## src/rtl/match_win_tracker_pkg.sv

```systemverilog
`default_nettype none
// +----------------------------------------------------------------------------+
// | match_win_tracker_pkg : shared types, constants and 7-seg glyph function   |
// | Rev 1.0                                                                    |
// +----------------------------------------------------------------------------+
package match_win_tracker_pkg;

  typedef enum logic [1:0] {
    PLAY      = 2'd0,
    ROUND_WON = 2'd1,
    MATCH_WON = 2'd2
  } match_state_t;

  localparam logic [6:0] SEG_BLANK = 7'b1111111;

  // Active-low segments ordered {g,f,e,d,c,b,a}; non-decimal codes blank.
  function automatic logic [6:0] seg7_digit(input logic [3:0] digit);
    logic [6:0] segs;
    case (digit)
      4'd0:    segs = 7'b1000000;
      4'd1:    segs = 7'b1111001;
      4'd2:    segs = 7'b0100100;
      4'd3:    segs = 7'b0110000;
      4'd4:    segs = 7'b0011001;
      4'd5:    segs = 7'b0010010;
      4'd6:    segs = 7'b0000010;
      4'd7:    segs = 7'b1111000;
      4'd8:    segs = 7'b0000000;
      4'd9:    segs = 7'b0010000;
      default: segs = SEG_BLANK;
    endcase
    return segs;
  endfunction

endpackage
`default_nettype wire

```

## src/rtl/match_win_tracker_if.sv

```systemverilog
`default_nettype none
// +----------------------------------------------------------------------------+
// | match_win_tracker_if : playfield-side inputs and display-side outputs      |
// | Rev 1.0                                                                    |
// +----------------------------------------------------------------------------+
interface match_win_tracker_if #(
  parameter int NUM_PLAYERS = 2,
  parameter int SCORE_W     = 4
);

  logic [NUM_PLAYERS-1:0]         edge_led;
  logic [NUM_PLAYERS-1:0]         press;
  logic                           next_round;
  logic                           round_over;
  logic                           match_over;
  logic [2:0]                     winner;
  logic [NUM_PLAYERS*SCORE_W-1:0] scores;
  logic [6:0]                     hex;

  modport master (
    output edge_led, press, next_round,
    input  round_over, match_over, winner, scores, hex
  );

  modport slave (
    input  edge_led, press, next_round,
    output round_over, match_over, winner, scores, hex
  );

endinterface
`default_nettype wire

```

## src/rtl/match_win_tracker_seg7_decoder.sv

```systemverilog
`default_nettype none
// +----------------------------------------------------------------------------+
// | seg7_decoder : decimal digit to active-low 7-segment pattern {g..a}        |
// | Rev 1.0                                                                    |
// +----------------------------------------------------------------------------+
module seg7_decoder
  import match_win_tracker_pkg::*;
(
  input  logic [3:0] digit,
  output logic [6:0] segs
);

  assign segs = seg7_digit(digit);

endmodule
`default_nettype wire

```

## src/rtl/match_win_tracker.sv

```systemverilog
`default_nettype none
// +----------------------------------------------------------------------------+
// | match_win_tracker : N-player round/match referee with winner HEX digit     |
// | Rev 1.0                                                                    |
// +----------------------------------------------------------------------------+
module match_win_tracker
  import match_win_tracker_pkg::*;
#(
  parameter int NUM_PLAYERS   = 2,
  parameter int WINS_TO_MATCH = 3,
  parameter int SCORE_W       = 4
) (
  input  logic                Clock,
  input  logic                Reset,
  match_win_tracker_if.slave  bus
);

  match_state_t           r_state;
  match_state_t           w_next_state;
  logic [NUM_PLAYERS-1:0] r_press_q;
  logic [SCORE_W-1:0]     r_scores [NUM_PLAYERS];
  logic [2:0]             r_winner;

  logic [NUM_PLAYERS-1:0] w_rise;
  logic [NUM_PLAYERS-1:0] w_hit;
  logic                   w_hit_any;
  logic [2:0]             w_hit_idx;
  logic [SCORE_W-1:0]     w_sel_score;
  logic [SCORE_W-1:0]     w_score_inc;
  logic                   w_score_we;
  logic [3:0]             w_digit;
  logic [6:0]             w_seg;

  // Lowest-index hit wins; the loop runs high-to-low so the last match is the lowest.
  always_comb begin
    w_rise      = bus.press & ~r_press_q;
    w_hit       = w_rise & bus.edge_led;
    w_hit_any   = |w_hit;
    w_hit_idx   = '0;
    w_sel_score = '0;
    for (int i = NUM_PLAYERS - 1; i >= 0; i--) begin
      if (w_hit[i]) begin
        w_hit_idx   = 3'(i);
        w_sel_score = r_scores[i];
      end
    end
    w_score_inc = w_sel_score + SCORE_W'(1);
  end

  always_ff @(posedge Clock) begin
    if (Reset) begin
      r_state <= PLAY;
    end else begin
      r_state <= w_next_state;
    end
  end

  always_comb begin
    w_next_state = r_state;
    w_score_we   = 1'b0;
    case (r_state)
      PLAY: begin
        if (w_hit_any) begin
          w_score_we   = 1'b1;
          w_next_state = (w_score_inc == SCORE_W'(WINS_TO_MATCH)) ? MATCH_WON : ROUND_WON;
        end
      end
      ROUND_WON: begin
        if (bus.next_round) begin
          w_next_state = PLAY;
        end
      end
      MATCH_WON: w_next_state = MATCH_WON;
      default:   w_next_state = PLAY;
    endcase
  end

  // Edge history tracks every cycle regardless of state so a held button never re-scores.
  always_ff @(posedge Clock) begin
    if (Reset) begin
      r_press_q <= '0;
      r_winner  <= '0;
      for (int i = 0; i < NUM_PLAYERS; i++) begin
        r_scores[i] <= '0;
      end
    end else begin
      r_press_q <= bus.press;
      if (w_score_we) begin
        r_winner <= w_hit_idx;
        for (int i = 0; i < NUM_PLAYERS; i++) begin
          if (w_hit_idx == 3'(i)) begin
            r_scores[i] <= w_score_inc;
          end
        end
      end
    end
  end

  assign w_digit = {1'b0, r_winner} + 4'd1;

  seg7_decoder u_hex_dec (
    .digit (w_digit),
    .segs  (w_seg)
  );

  always_comb begin
    bus.round_over = (r_state != PLAY);
    bus.match_over = (r_state == MATCH_WON);
    bus.winner     = r_winner;
    bus.hex        = (r_state == PLAY) ? SEG_BLANK : w_seg;
    bus.scores     = '0;
    for (int i = 0; i < NUM_PLAYERS; i++) begin
      bus.scores[i*SCORE_W +: SCORE_W] = r_scores[i];
    end
  end

  generate
    for (genvar gi = 0; gi < NUM_PLAYERS; gi++) begin : g_score_chk
      a_score_max : assert property (@(posedge Clock) disable iff (Reset)
        r_scores[gi] <= SCORE_W'(WINS_TO_MATCH));
    end
  endgenerate

endmodule
`default_nettype wire
```

## src/flat_wrapper.sv

```systemverilog
// flat-port wrapper written by rule: the top's interface ports become plain ports
module match_win_tracker_flat import match_win_tracker_pkg::*;
#(
  parameter int NUM_PLAYERS   = 2,
  parameter int WINS_TO_MATCH = 3,
  parameter int SCORE_W       = 4
)
  (Clock, Reset, bus_edge_led, bus_press, bus_next_round, bus_round_over, bus_match_over, bus_winner, bus_scores, bus_hex);
  match_win_tracker_if #(.NUM_PLAYERS(NUM_PLAYERS), .SCORE_W(SCORE_W)) bus_i ();
  input  logic Clock;
  input  logic Reset;
  input wire logic [$bits(bus_i.edge_led)-1:0] bus_edge_led;
  input wire logic [$bits(bus_i.press)-1:0] bus_press;
  input wire logic [$bits(bus_i.next_round)-1:0] bus_next_round;
  output wire logic [$bits(bus_i.round_over)-1:0] bus_round_over;
  output wire logic [$bits(bus_i.match_over)-1:0] bus_match_over;
  output wire logic [$bits(bus_i.winner)-1:0] bus_winner;
  output wire logic [$bits(bus_i.scores)-1:0] bus_scores;
  output wire logic [$bits(bus_i.hex)-1:0] bus_hex;
  assign bus_i.edge_led = bus_edge_led;
  assign bus_i.press = bus_press;
  assign bus_i.next_round = bus_next_round;
  assign bus_round_over = bus_i.round_over;
  assign bus_match_over = bus_i.match_over;
  assign bus_winner = bus_i.winner;
  assign bus_scores = bus_i.scores;
  assign bus_hex = bus_i.hex;
  match_win_tracker #(.NUM_PLAYERS(NUM_PLAYERS), .WINS_TO_MATCH(WINS_TO_MATCH), .SCORE_W(SCORE_W)) u_core (.Clock(Clock), .Reset(Reset), .bus(bus_i));
endmodule
```

## config.mk

```make
export PLATFORM = sky130hd
export DESIGN_NAME = match_win_tracker_flat
export DESIGN_NICKNAME = d
export VERILOG_FILES = /design/src/rtl/match_win_tracker_pkg.sv /design/src/rtl/match_win_tracker_if.sv /design/src/rtl/match_win_tracker_seg7_decoder.sv /design/src/rtl/match_win_tracker.sv /design/src/flat_wrapper.sv
export SDC_FILE = /design/constraint.sdc
export NUM_CORES = 1
export LEC_CHECK = 0
export ABC_AREA = 1
export ABC_CLOCK_PERIOD_IN_PS = 1700
export BUFFER_PORTS_ARGS = -buffer_cell sky130_fd_sc_hd__buf_2
export CAP_MARGIN = 20
export CORE_MARGIN = 8
export CORE_UTILIZATION = 40
export CTS_CLUSTER_DIAMETER = 120
export DETAILED_ROUTE_END_ITERATION = 8
export PLACE_DENSITY = 0.7
export SLEW_MARGIN = 5
export SYNTH_ARGS = -nofsm -noshare
export SYNTH_HDL_FRONTEND = slang
export SYNTH_HIERARCHICAL = 1
export SYNTH_SLANG_ARGS = --single-unit
```

## constraint.sdc

```tcl
create_clock -name Clock -period 1.7 [get_ports Clock]
set_clock_uncertainty 0.15 [all_clocks]
set_input_delay 0.085 -clock Clock [delete_from_list [all_inputs] [get_ports Clock]]
set_output_delay 0.085 -clock Clock [all_outputs]
set_load 0.05 [all_outputs]
```

After elaboration in Yosys (flattened, before gate mapping) --
Memory sizes are Yosys's and may differ from the RTL's. Cells that the tools add are included.
Cells by class: shift-type cells 0, muxes and demuxes 23, add/sub/neg operators 2, bitwise operators 5, reduce and logical (&&, ||, !) cells 5, equality and inequality tests 6, div/mod/pow operators 0, $lt $le $gt $ge 0, multiply operators 0
Operators with widths (number):
- $mux 4 | 4
- $mux 1 | 14
- $mux 7 | 1
- $mux 2 | 3
- $pmux 2 s3 | 1
- $add 3x1->4 const B | 1
- $add 4x1->4 const B | 1
- $and 2x2->2 | 2
- $eq 4x2->1 const B | 1
- $logic_not 3->1 | 1
- $eq 2x1->1 const B | 1
- $eq 2x2->1 const B | 1
- $logic_not 2->1 | 1
- $ne 2x1->1 const B | 1
- $ne 2x2->1 const B | 1
- $not 2->2 | 1
- $or 1x1->1 | 2
- $reduce_and 2->1 | 1
- $reduce_bool 2->1 | 1
- $reduce_or 2->1 | 1
- $eq 1x1->1 const B | 1
Storage, ports and cells: RAM bits 8, logic and storage cells 46, latch bits 0, flip-flop bits (word level) 7, memory bits (read-only) 112, memories 2
Memories:
- (name not given) | words 16, bits a word 7, read ports 1, clocked after Yosys merged registers in 0, write ports 0, RTL line match_win_tracker_pkg.sv:19 | case (digit)
- u_core.r_scores | words 2, bits a word 4, read ports 2, clocked after Yosys merged registers in 0, write ports 2, RTL line match_win_tracker.sv:21 | logic [SCORE_W-1:0] r_scores [NUM_PLAYERS];

Depth between registers and ports, before layout --
Gate-level depths: netlist of run 1.
word-level depth 11, depth in mapped cells 13, depth with buffers taken out 13

Cells and area by module --
The synthesis of run 1 kept the hierarchy.
By module, submodules not included:
- match_win_tracker | instances 1, area each 788.3 sq um, sequential area each 340.3 sq um, cells an instance 99
- seg7_decoder | instances 1, area each 187.7 sq um, sequential area each 0.0 sq um, cells an instance 35

Worst setup path after synthesis of run 1 --
Ideal clock, no wire load.
path type reg-to-reg, from register u_core.r_state[0], to memory u_core.r_scores[0][0] (enable), data arrival time 1.296 ns, path slack -0.107 ns, stages on the path, launching flop included 4, required time 1.188 ns, cell sequence dfxtp_1 > nor2_1 > inv_1 > o21ai_0
RTL lines:
- start, declared | RTL line match_win_tracker.sv:18 | match_state_t r_state;
- start signal, assigned | RTL line match_win_tracker.sv:54 | r_state <= w_next_state;
- end, declared | RTL line match_win_tracker.sv:21

Final worst setup path of run 1 --
from register u_core.r_winner[0], in the netlist u_core/bus.winner[0], to output port bus_hex[0]
On the way: longest elaborated chain between the ends 3
Ends and longest elaborated chain:
- start, declared | RTL line match_win_tracker.sv:22 | logic [2:0] r_winner;
- start signal, assigned | RTL line match_win_tracker.sv:89 | r_winner <= w_hit_idx;
- $add 3x1->4 | RTL line match_win_tracker.sv:99 | assign w_digit = {1'b0, r_winner} + 4'd1;
- net u_core.w_digit[0] | RTL line match_win_tracker.sv:31 | logic [3:0] w_digit;
- $mem_v2 16x7
- net u_core.w_seg[0] | RTL line match_win_tracker.sv:32 | logic [6:0] w_seg;
- $mux 7 | RTL line match_win_tracker.sv:110 | bus.hex = (r_state == PLAY) ? SEG_BLANK : w_seg;
- end, declared | RTL line flat_wrapper.sv:19 | output wire logic [$bits(bus_i.hex)-1:0] bus_hex;
The timed path passes the listed nets, and every way through them passes these cells.

==> flow_metrics.tcl, run 1 <==
set metrics [dict create \
    required_ns 1.46 \
    crit_path_end_kind "primary output" \
    diodes 0 \
    yosys_warnings 6 \
    hold_ws_ns 0.2492 \
    cts_tree "done" \
    die_h_microns 65.40 \
    postSynthAreaPerCell_sq_um 7.283 \
    drive_gt1_frac 0.4570 \
    rsz0062_at_grt "yes" \
    fin_util 0.6336 \
    root_buffer "clkbuf_4" \
    drt_iter0_markers 33 \
    synth-seq-cells 13 \
    initial_utilization 0.4088 \
    fin_nets 201 \
    antenna_found_initial 0 \
    cts_num_sinks 13 \
    ios 27 \
    final_cell_mix "30 x nand2_1, 18 x buf_2, 15 x inv_1" \
    cts_max_level 1 \
    cts_buffers 3 \
    io_buffer_count 24 \
    path_class "reg -> out" \
    drt-pass1-iter-count 4 \
    die-area_sq_um 4277 \
    async_flop_share 0 \
    worstPathArrival_ns 1.51 \
    synth_edf_count 8 \
    fmax_mhz 574.1 \
    finalCriticalPeriod_ns 1.742 \
    overflow 0 \
    rows 18 \
    grt_pass1_wl_microns 4077 \
    drc 0 \
    yosysUniqueCellTypes 21 \
    ant_nets 0 \
    fin_tns_setup_ns -0.08040 \
    cts_buffer_depth 2 \
    layout_commonest_cell "nand2_1" \
    grt_use_total 0.1194 \
    wire_per_inst_microns 12.68 \
    power_density_nw_per_um2 641.7 \
    viasPerCell 4.699 \
    fillerInstances 215 \
    start_kind "flip-flop" \
    insertion_delay_ns 0.28 \
    syn_inst 134 \
    area_growth_pct 55.00 \
    finalCritPeriodShare 1.025 \
    finalHoldViolCount 0 \
    drv_cap 0 \
    place_congestion 0.9102 \
    drv_slew 0 \
    core_sq_um 2387 \
    min-delay-path-class "in -> reg" \
    status "complete, but fails checks" \
    clk_pin_slew_ns 0.08 \
    grt_pass1_vias 994 \
    die_w_microns 65.40 \
    num_vias 1015 \
    crit_path_max_fanout 4 \
    postLayoutSetupSlackWorst_ns -0.04197 \
    p_leak_nw 0.7461 \
    drt-total-wl_microns 2739 \
    violations "setup timing" \
    finalSetupViolCount 3 \
    grt_max_degree 9 \
    dp_hpwl_microns 1872 \
    ys_seq_area_frac 0.3487 \
    ys.flop_type "edfxtp_1" \
    syn_area_sq_um 975.9 \
    peakVddDrop_mv 0.5318 \
]
## report_power, final
group          switching, mW  internal, mW  total, mW
clock network          0.103        0.0910      0.194
logic                  0.262         0.139      0.401
registers             0.0186         0.357      0.376
## routing by layer
layer / GRT usage / vias to the layer above / share of wire
met4: 0.05722 / 0 / 0.011
met2: 0.2300 / 22 / 0.57
met3: 0.03571 / 4 / 0.063
li1: - / 510 / -
met1: 0.1110 / 479 / 0.36
met5: 0 / - / 0
## cell type report
type,instances,area [sq um],area share
sequential,13,345.3,0.2283
tap,30,37.54,0.02481
multi-input combinational,105,679.4,0.4491
timing repair buffer,41,320.3,0.2117
inverter,23,103.9,0.06865
clock buffer,4,26.28,0.01737
## what timing repair did
action / in CTS / in global routing
resized for setup: 30 / 30
hold endpoints to repair: 4 / 0
pin swaps: 4 / 15
hold buffers: 5 / 0
endpoints found under the setup margin: 6 / 8
buffers inserted: 2 / 6
## critical path, stage by stage, from the launching register on
cell and delay, ns:
dfxtp_4 0.40, inv_6 0.06, ha_4 0.15, inv_2 0.04
nand2_2 0.07, nand3_2 0.06, nand2_1 0.05, or2_4 0.25
buf_8 0.15
## synth_stat cells, types with 3 or more instances
library cell	count	area [sq um]
buf_4	3	22.52
dfxtp_1	5	100.1
edfxtp_1	8	240.2
ha_1	7	87.58
inv_1	21	78.83
nand2_1	36	135.1
nand2_2	6	37.54
nand3_1	12	60.06
nor2_1	12	45.04
or2_2	8	50.05
## path summary, 6_finish.rpt
path / slack, ns / endpoint / cells past startpoint / startpoint
hold / removal: 0.25 / u_core/bus.winner[0] / 5 / bus_press[0]
hold reg to reg: 0.35 / u_core/r_state[1] / 2 / u_core/r_state[1]
setup / recovery: -0.04 / bus_hex[0] / 8 / u_core/bus.winner[0]
setup reg to reg: 0.08 / u_core/r_state[0] / 13 / u_core/r_press_q[0]
## cell families (layout without fill, tap and decap cells)
kind of cell | after synthesis | after routing | synth area share
adder cells (fa/ha/maj) | 7 | 7 | 0.08974
other | 1 | 11 | 0.003842
AND/OR/NAND/NOR | 81 | 81 | 0.4077
AO/OA/AOI/OAI | 6 | 6 | 0.03847
flip-flops | 13 | 13 | 0.3487
buffers and inverters | 26 | 68 | 0.1115
## sequential cells by signal, indices dropped and copies added, names as in the netlist
register,count
u_core/r_scores,8
u_core/r_press_q,2
u_core/r_state,2
u_core/bus.winner,1
## per-stage QoR
stage	cell area, sq um	setup WS [ns]	instances	power (mW)
floorplan	1028	-0.01798	144	0.6169
finish	1513	-0.04197	216	0.9707
detailed placement	1194	0.01734	199	0.6902
global placement	1194	0.04978	199	0.6830
global route	1513	-0.09417	216	1.029
CTS	1365	-0.01680	210	0.9315
No activity file was read; power rests on OpenSTA's default activity.
==> run 2: changes to the inputs <==
- ABC_CLOCK_PERIOD_IN_PS: 1700 -> 1600
- CORE_MARGIN: 8 -> 3
- PLACE_DENSITY: 0.7 -> 0.72
- clock period: 1.7 -> 1.6 ns (I/O delays scaled with it)
==> run 2 against run 1 <==
Compared with the run above: hold slack improved by 0.0020 ns; first-iteration DRC count increased by 48%; sequential power rose by 6.6%; critical path type unchanged; die area fell by 28%; the run still ends with setup timing left; setup slack worse by 0.089 ns; routed wire length is 2.0% higher; sequential share of layout area shrank 1.2 points; cell count increased by 1.9%; core utilization increased by 7.8 points; via count up 7.9%; clock power up 6%.
==> flow_metrics.tcl, run 2 (synthesis results as in run 1) <==
set metrics [dict create \
    status "complete, but fails checks" \
    violations "setup timing" \
    worstHoldStart "bus_edge_led[0]" \
    seqPwrFrac 0.378 \
    drc 0 \
    area_growth_pct 64.49 \
    cts_tree "done" \
    root_buffer "clkbuf_4" \
    path_class "reg -> out" \
    reg.largest.list "u_core/r_scores x8, u_core/r_press_q x2, u_core/r_state x2" \
    required_ns 1.37 \
    drive_gt1_frac 0.5417 \
    drt_iter0_markers 49 \
    crit_chain "inv_6 > inv_8 > ha_4 > nand2_2 > nand3_2 > nand2_1 > or2_4 > buf_8" \
    wire_per_inst_microns 12.70 \
    fin_util 0.7120 \
    min-delay-path-class "in -> reg" \
    drt-total-wl_microns 2793 \
    grt_pass1_wl_microns 3850 \
    finalSetupViolCount 5 \
    peakVddDrop_mv 0.5601 \
    r2r_cells 13 \
    min_to "u_core/bus.winner[0]" \
    initial_utilization 0.4329 \
    internal_power_mw 0.6428 \
    drt-pass1-iter-count 4 \
    clk_pin_slew_ns 0.08 \
    finalCriticalPeriod_ns 1.731 \
    die-area_sq_um 3069 \
    layout_commonest_cell "nand2_1" \
    overflow 0 \
    place_area_sq_um 1219 \
    dpl_worst_slack_ns -0.04575 \
    core_sq_um 2255 \
    crit_path_end_kind "primary output" \
    finalCritPeriodShare 1.082 \
    r2r_end "u_core/r_state[0]" \
    fmax_mhz 577.7 \
    final_cell_mix "26 x nand2_1, 17 x buf_2, 15 x buf_4, 15 x nand2_2, 14 x inv_1" \
    cpMaxStageDelayCell "dfxtp_4" \
    grt_use_total 0.1556 \
    io_buffer_count 24 \
    cts_buffers 3 \
    postLayoutSetupSlackWorst_ns -0.1311 \
    drv_cap 0 \
    start_kind "flip-flop" \
    rows 17 \
    timing.rr.start "u_core/r_press_q[0]" \
    drv_slew 0 \
    viasPerCell 4.977 \
    ios 27 \
    die_h_microns 55.40 \
    antenna_found_initial 0 \
    place_congestion 0.8183 \
    grt_max_degree 8 \
    whs_path_depth 5 \
    worstPathArrival_ns 1.50 \
    power_density_nw_per_um2 660.9 \
    fin_nets 207 \
    cts_buffer_depth 2 \
    fillerInstances 174 \
    critPathMaxStageDelay_ns 0.41 \
    rsz0062_at_grt "yes" \
    insertion_delay_ns 0.28 \
    largest_reg_flops 8 \
    switching_share 0.3941 \
    crit_path_max_fanout 4 \
    p_leak_nw 0.7845 \
    clockPowerShare 0.193 \
    grt_pass1_vias 921 \
    num_vias 1095 \
    reg2reg_slack_ns 0.01 \
    cts_max_level 1 \
    postLayoutCellArea_sq_um 1605 \
    dp_hpwl_microns 1732 \
    largest_register "u_core/r_scores" \
    finalHoldViolCount 0 \
    die_w_microns 55.40 \
    diodes 0 \
    cts_num_sinks 13 \
    p_comb_frac 0.429 \
    switchingPower_mw 0.4182 \
    ant_nets 0 \
]
==> run 2: routing by layer <==
metal,global-route usage,routed length [microns]
met2,0.2939,1491
met4,0.07292,83
met1,0.1703,1048
met3,0.01636,170
met5,0,0
==> run 2: how the worst max path moves through the flow <==
stage / startpoint / endpoint
floorplan: u_core/r_scores[0][5] / u_core/r_state[0]
global placement: u_core/bus.winner[0] / bus_hex[5]
detailed placement: u_core/bus.winner[0] / bus_hex[5]
CTS: u_core/bus.winner[0] / bus_hex[5]
global route: u_core/bus.winner[0] / bus_hex[0]
finish: u_core/bus.winner[0] / bus_hex[5]
==> run 2: layout make-up <==
| cell class | instances | area [sq um] | share of cell area |
|---|---|---|---|
| Clock buffer | 4 | 26.28 | 0.01637 |
| Sequential cell | 13 | 346.6 | 0.2159 |
| Multi-Input combinational cell | 105 | 710.7 | 0.4427 |
| Inverter | 23 | 103.9 | 0.06469 |
| Timing Repair Buffer | 47 | 382.9 | 0.2385 |
| Tap cell | 28 | 35.03 | 0.02182 |
==> run 2: power groups by stage <==
stage,Sequential (mW),Combinational (mW),Clock (mW)
finish,0.401,0.455,0.205
CTS,0.397,0.401,0.212
floorplan,0.453,0.204,0
global placement,0.402,0.330,0
global route,0.404,0.487,0.223
detailed placement,0.403,0.335,0
==> run 2: through the flow <==
| stage | TNS, ns | hold slack, ns | std cells | total power [mW] |
|---|---|---|---|---|
| final | -0.5449 | 0.2513 | 220 | 1.061 |
| after CTS | -0.4825 | 0.1476 | 214 | 1.009 |
| after global routing | -1.015 | 0.2786 | 220 | 1.113 |
| after global placement | -0.02358 | 0.1771 | 200 | 0.7322 |
| after detailed placement | -0.06751 | 0.1851 | 200 | 0.7378 |
| after floorplan | -0.1951 | -0.0009342 | 144 | 0.6572 |
==> run 2: what timing repair did <==
item | in CTS | in global routing
gates resized for setup | 39 | 33
pin swaps | 4 | 20
hold buffers | 5 | 0
setup endpoints to repair | 7 | 15
setup buffers | 5 | 6
hold endpoints to repair | 5 | 0
==> run 2: critical path: cells and delay by family (launching register included) <==
family / cells / cell delay [ns]
fa+ha+maj: 1 / 0.13
buf+inv: 3 / 0.28
flops: 1 / 0.41
simple gates: 4 / 0.41
==> run 3: changes to the inputs <==
- BUFFER_PORTS_ARGS: -buffer_cell sky130_fd_sc_hd__buf_2 -> not set
- DONT_BUFFER_PORTS: not set -> 1
- PLACE_DENSITY: 0.72 -> 0.62
==> run 3 against run 2 <==
Compared with the run above: the run still ends with setup timing left; total power is 5.4% lower; global-route usage increased by 0.056 points; critical path type unchanged; clock-buffer cell count stayed put; maximum frequency up 6.6%; critical path depth is 1 lower; hold slack got worse by 0.22 ns; cell count is 9.1% lower; sequential share of layout area up 2.4 points; routed wire length decreased by 11%; highest routed layer unchanged; cell area is 10% lower.
==> flow_metrics.tcl, run 3 (synthesis results as in run 1) <==
set metrics [dict create \
    worstHoldStart "bus_press[0]" \
    drt-pass1-iter-count 4 \
    whs_path_depth 3 \
    r2r_cells 10 \
    core_sq_um 2255 \
    violations "setup timing" \
    diodes 0 \
    finalCriticalPeriod_ns 1.624 \
    drt_iter0_markers 35 \
    switching_share 0.4005 \
    largest_register "u_core/r_scores" \
    min-delay-path-class "in -> reg" \
    io_buffer_count 0 \
    die-area_sq_um 3069 \
    power_mw 1.004 \
    root_buffer "clkbuf_4" \
    grt_use_total 0.1561 \
    final_cell_mix "26 x nand2_1, 21 x buf_4, 14 x inv_1" \
    largest_reg_flops 8 \
    initial_utilization 0.4329 \
    power_density_nw_per_um2 698.1 \
    clk_pin_slew_ns 0.07 \
    ant_nets 0 \
    rsz0062_at_grt "yes" \
    drc 0 \
    timing.rr.start "u_core/r_press_q[0]" \
    grt_pass1_vias 904 \
    p_leak_nw 0.6782 \
    cts_num_sinks 13 \
    cts_tree "done" \
    insertion_delay_ns 0.29 \
    status "complete, but fails checks" \
    dp_hpwl_microns 1749 \
    rows 17 \
    ios 27 \
    seqPwrFrac 0.400 \
    place_area_sq_um 1196 \
    crit_path_max_fanout 4 \
    fin_util 0.6376 \
    grt_max_degree 8 \
    dpl_worst_slack_ns 0.02810 \
    p_comb_frac 0.391 \
    antenna_found_initial 0 \
    hold_ws_ns 0.02955 \
    reg.largest.list "u_core/r_scores x8, u_core/r_press_q x2, u_core/r_state x2" \
    num_vias 948 \
    fin_tns_setup_ns -0.04608 \
    die_h_microns 55.40 \
    reg2reg_slack_ns 0.01 \
    cts_max_level 1 \
    area_growth_pct 47.31 \
    fin_nets 187 \
    required_ns 1.37 \
    crit_chain "inv_4 > ha_4 > inv_2 > nand2_2 > nand3_2 > nand2_1 > or2_4" \
    crit_path_end_kind "primary output" \
    min_to "u_core/r_press_q[0]" \
    stdcell_count 200 \
    cts_buffer_depth 2 \
    finalCritPeriodShare 1.015 \
    dp.cells 189 \
    fmax_mhz 615.7 \
    postLayoutCellArea_sq_um 1438 \
    critPathMaxStageDelay_ns 0.40 \
    clockPowerShare 0.209 \
    switchingPower_mw 0.4019 \
    cpMaxStageDelayCell "dfxtp_4" \
    worstPathArrival_ns 1.39 \
    drt-total-wl_microns 2494 \
    drive_gt1_frac 0.4651 \
    drv_slew 0 \
    peakVddDrop_mv 0.5902 \
    viasPerCell 4.740 \
    postLayoutSetupSlackWorst_ns -0.02425 \
    overflow 0 \
    drv_cap 0 \
    finalHoldViolCount 0 \
    layout_commonest_cell "nand2_1" \
    grt_pass1_wl_microns 3870 \
    cts_buffers 3 \
    finalSetupViolCount 4 \
    start_kind "flip-flop" \
    fillerInstances 206 \
    wire_per_inst_microns 12.47 \
    r2r_end "u_core/r_scores[0][3]" \
    place_congestion 0.8731 \
    internal_power_mw 0.6017 \
    path_class "reg -> out" \
    die_w_microns 55.40 \
]
==> run 3: cell count changes in the layout (fill, tap and decap cells not counted), sizes merged <==
cell,before,now
buf,42,22
dlygate4sd3,5,4
dlymetal6s4s,0,1
==> run 3: worst max path at each step <==
stage	cells past startpoint	startpoint	end	slack, ns
after floorplan	10	u_core/r_scores[0][5]	u_core/r_state[0]	-0.1
after global placement	7	u_core/bus.winner[0]	bus_hex[5]	0.06
after detailed placement	13	u_core/r_press_q[0]	u_core/r_state[0]	0.03
after CTS	7	u_core/bus.winner[0]	bus_hex[3]	-0.03
after global routing	13	u_core/r_press_q[0]	u_core/r_state[0]	-0.08
final	7	u_core/bus.winner[0]	bus_hex[3]	-0.02
==> run 3: repair_timing <==
action	in CTS	in global routing
endpoints found under the hold margin	5	0
endpoints found under the setup margin	6	15
hold buffers	5	0
buffers inserted	0	2
resized for setup	29	20
pin swaps	8	10
==> run 3: power groups by stage <==
stage          Clock [mW]  Combinational (mW)  Sequential [mW]
2_1_floorplan           0               0.204            0.453
3_3_place_gp            0               0.323            0.404
3_5_place_dp            0               0.327            0.404
4_1_cts             0.218               0.368            0.399
5_1_grt             0.219               0.420            0.405
6_report            0.210               0.392            0.402
==> run 3: area by class of cell <==
| cell class | instances | area, sq um | share of cell area |
|---|---|---|---|
| Clock buffer | 4 | 26.28 | 0.01828 |
| Inverter | 23 | 101.3 | 0.07050 |
| Multi-Input combinational cell | 105 | 708.2 | 0.4926 |
| Sequential cell | 13 | 345.3 | 0.2402 |
| Tap cell | 28 | 35.03 | 0.02437 |
| Timing Repair Buffer | 27 | 221.5 | 0.1540 |
==> run 3: worst max-delay path, delay by kind of cell (launching register included) <==
family | cells | cell delay (ns)
adder cells (fa/ha/maj) | 1 | 0.15
flip-flops | 1 | 0.40
AND/OR/NAND/NOR | 4 | 0.45
buffers and inverters | 2 | 0.10
==> run 3: layer usage <==
metal  GRT usage  wire length, microns  up-vias
li1            -                     -      482
met1      0.1850                  1012      432
met2      0.2770                  1261       28
met3     0.02570                   158        6
met4     0.06250                    61        0
met5           0                     0        -
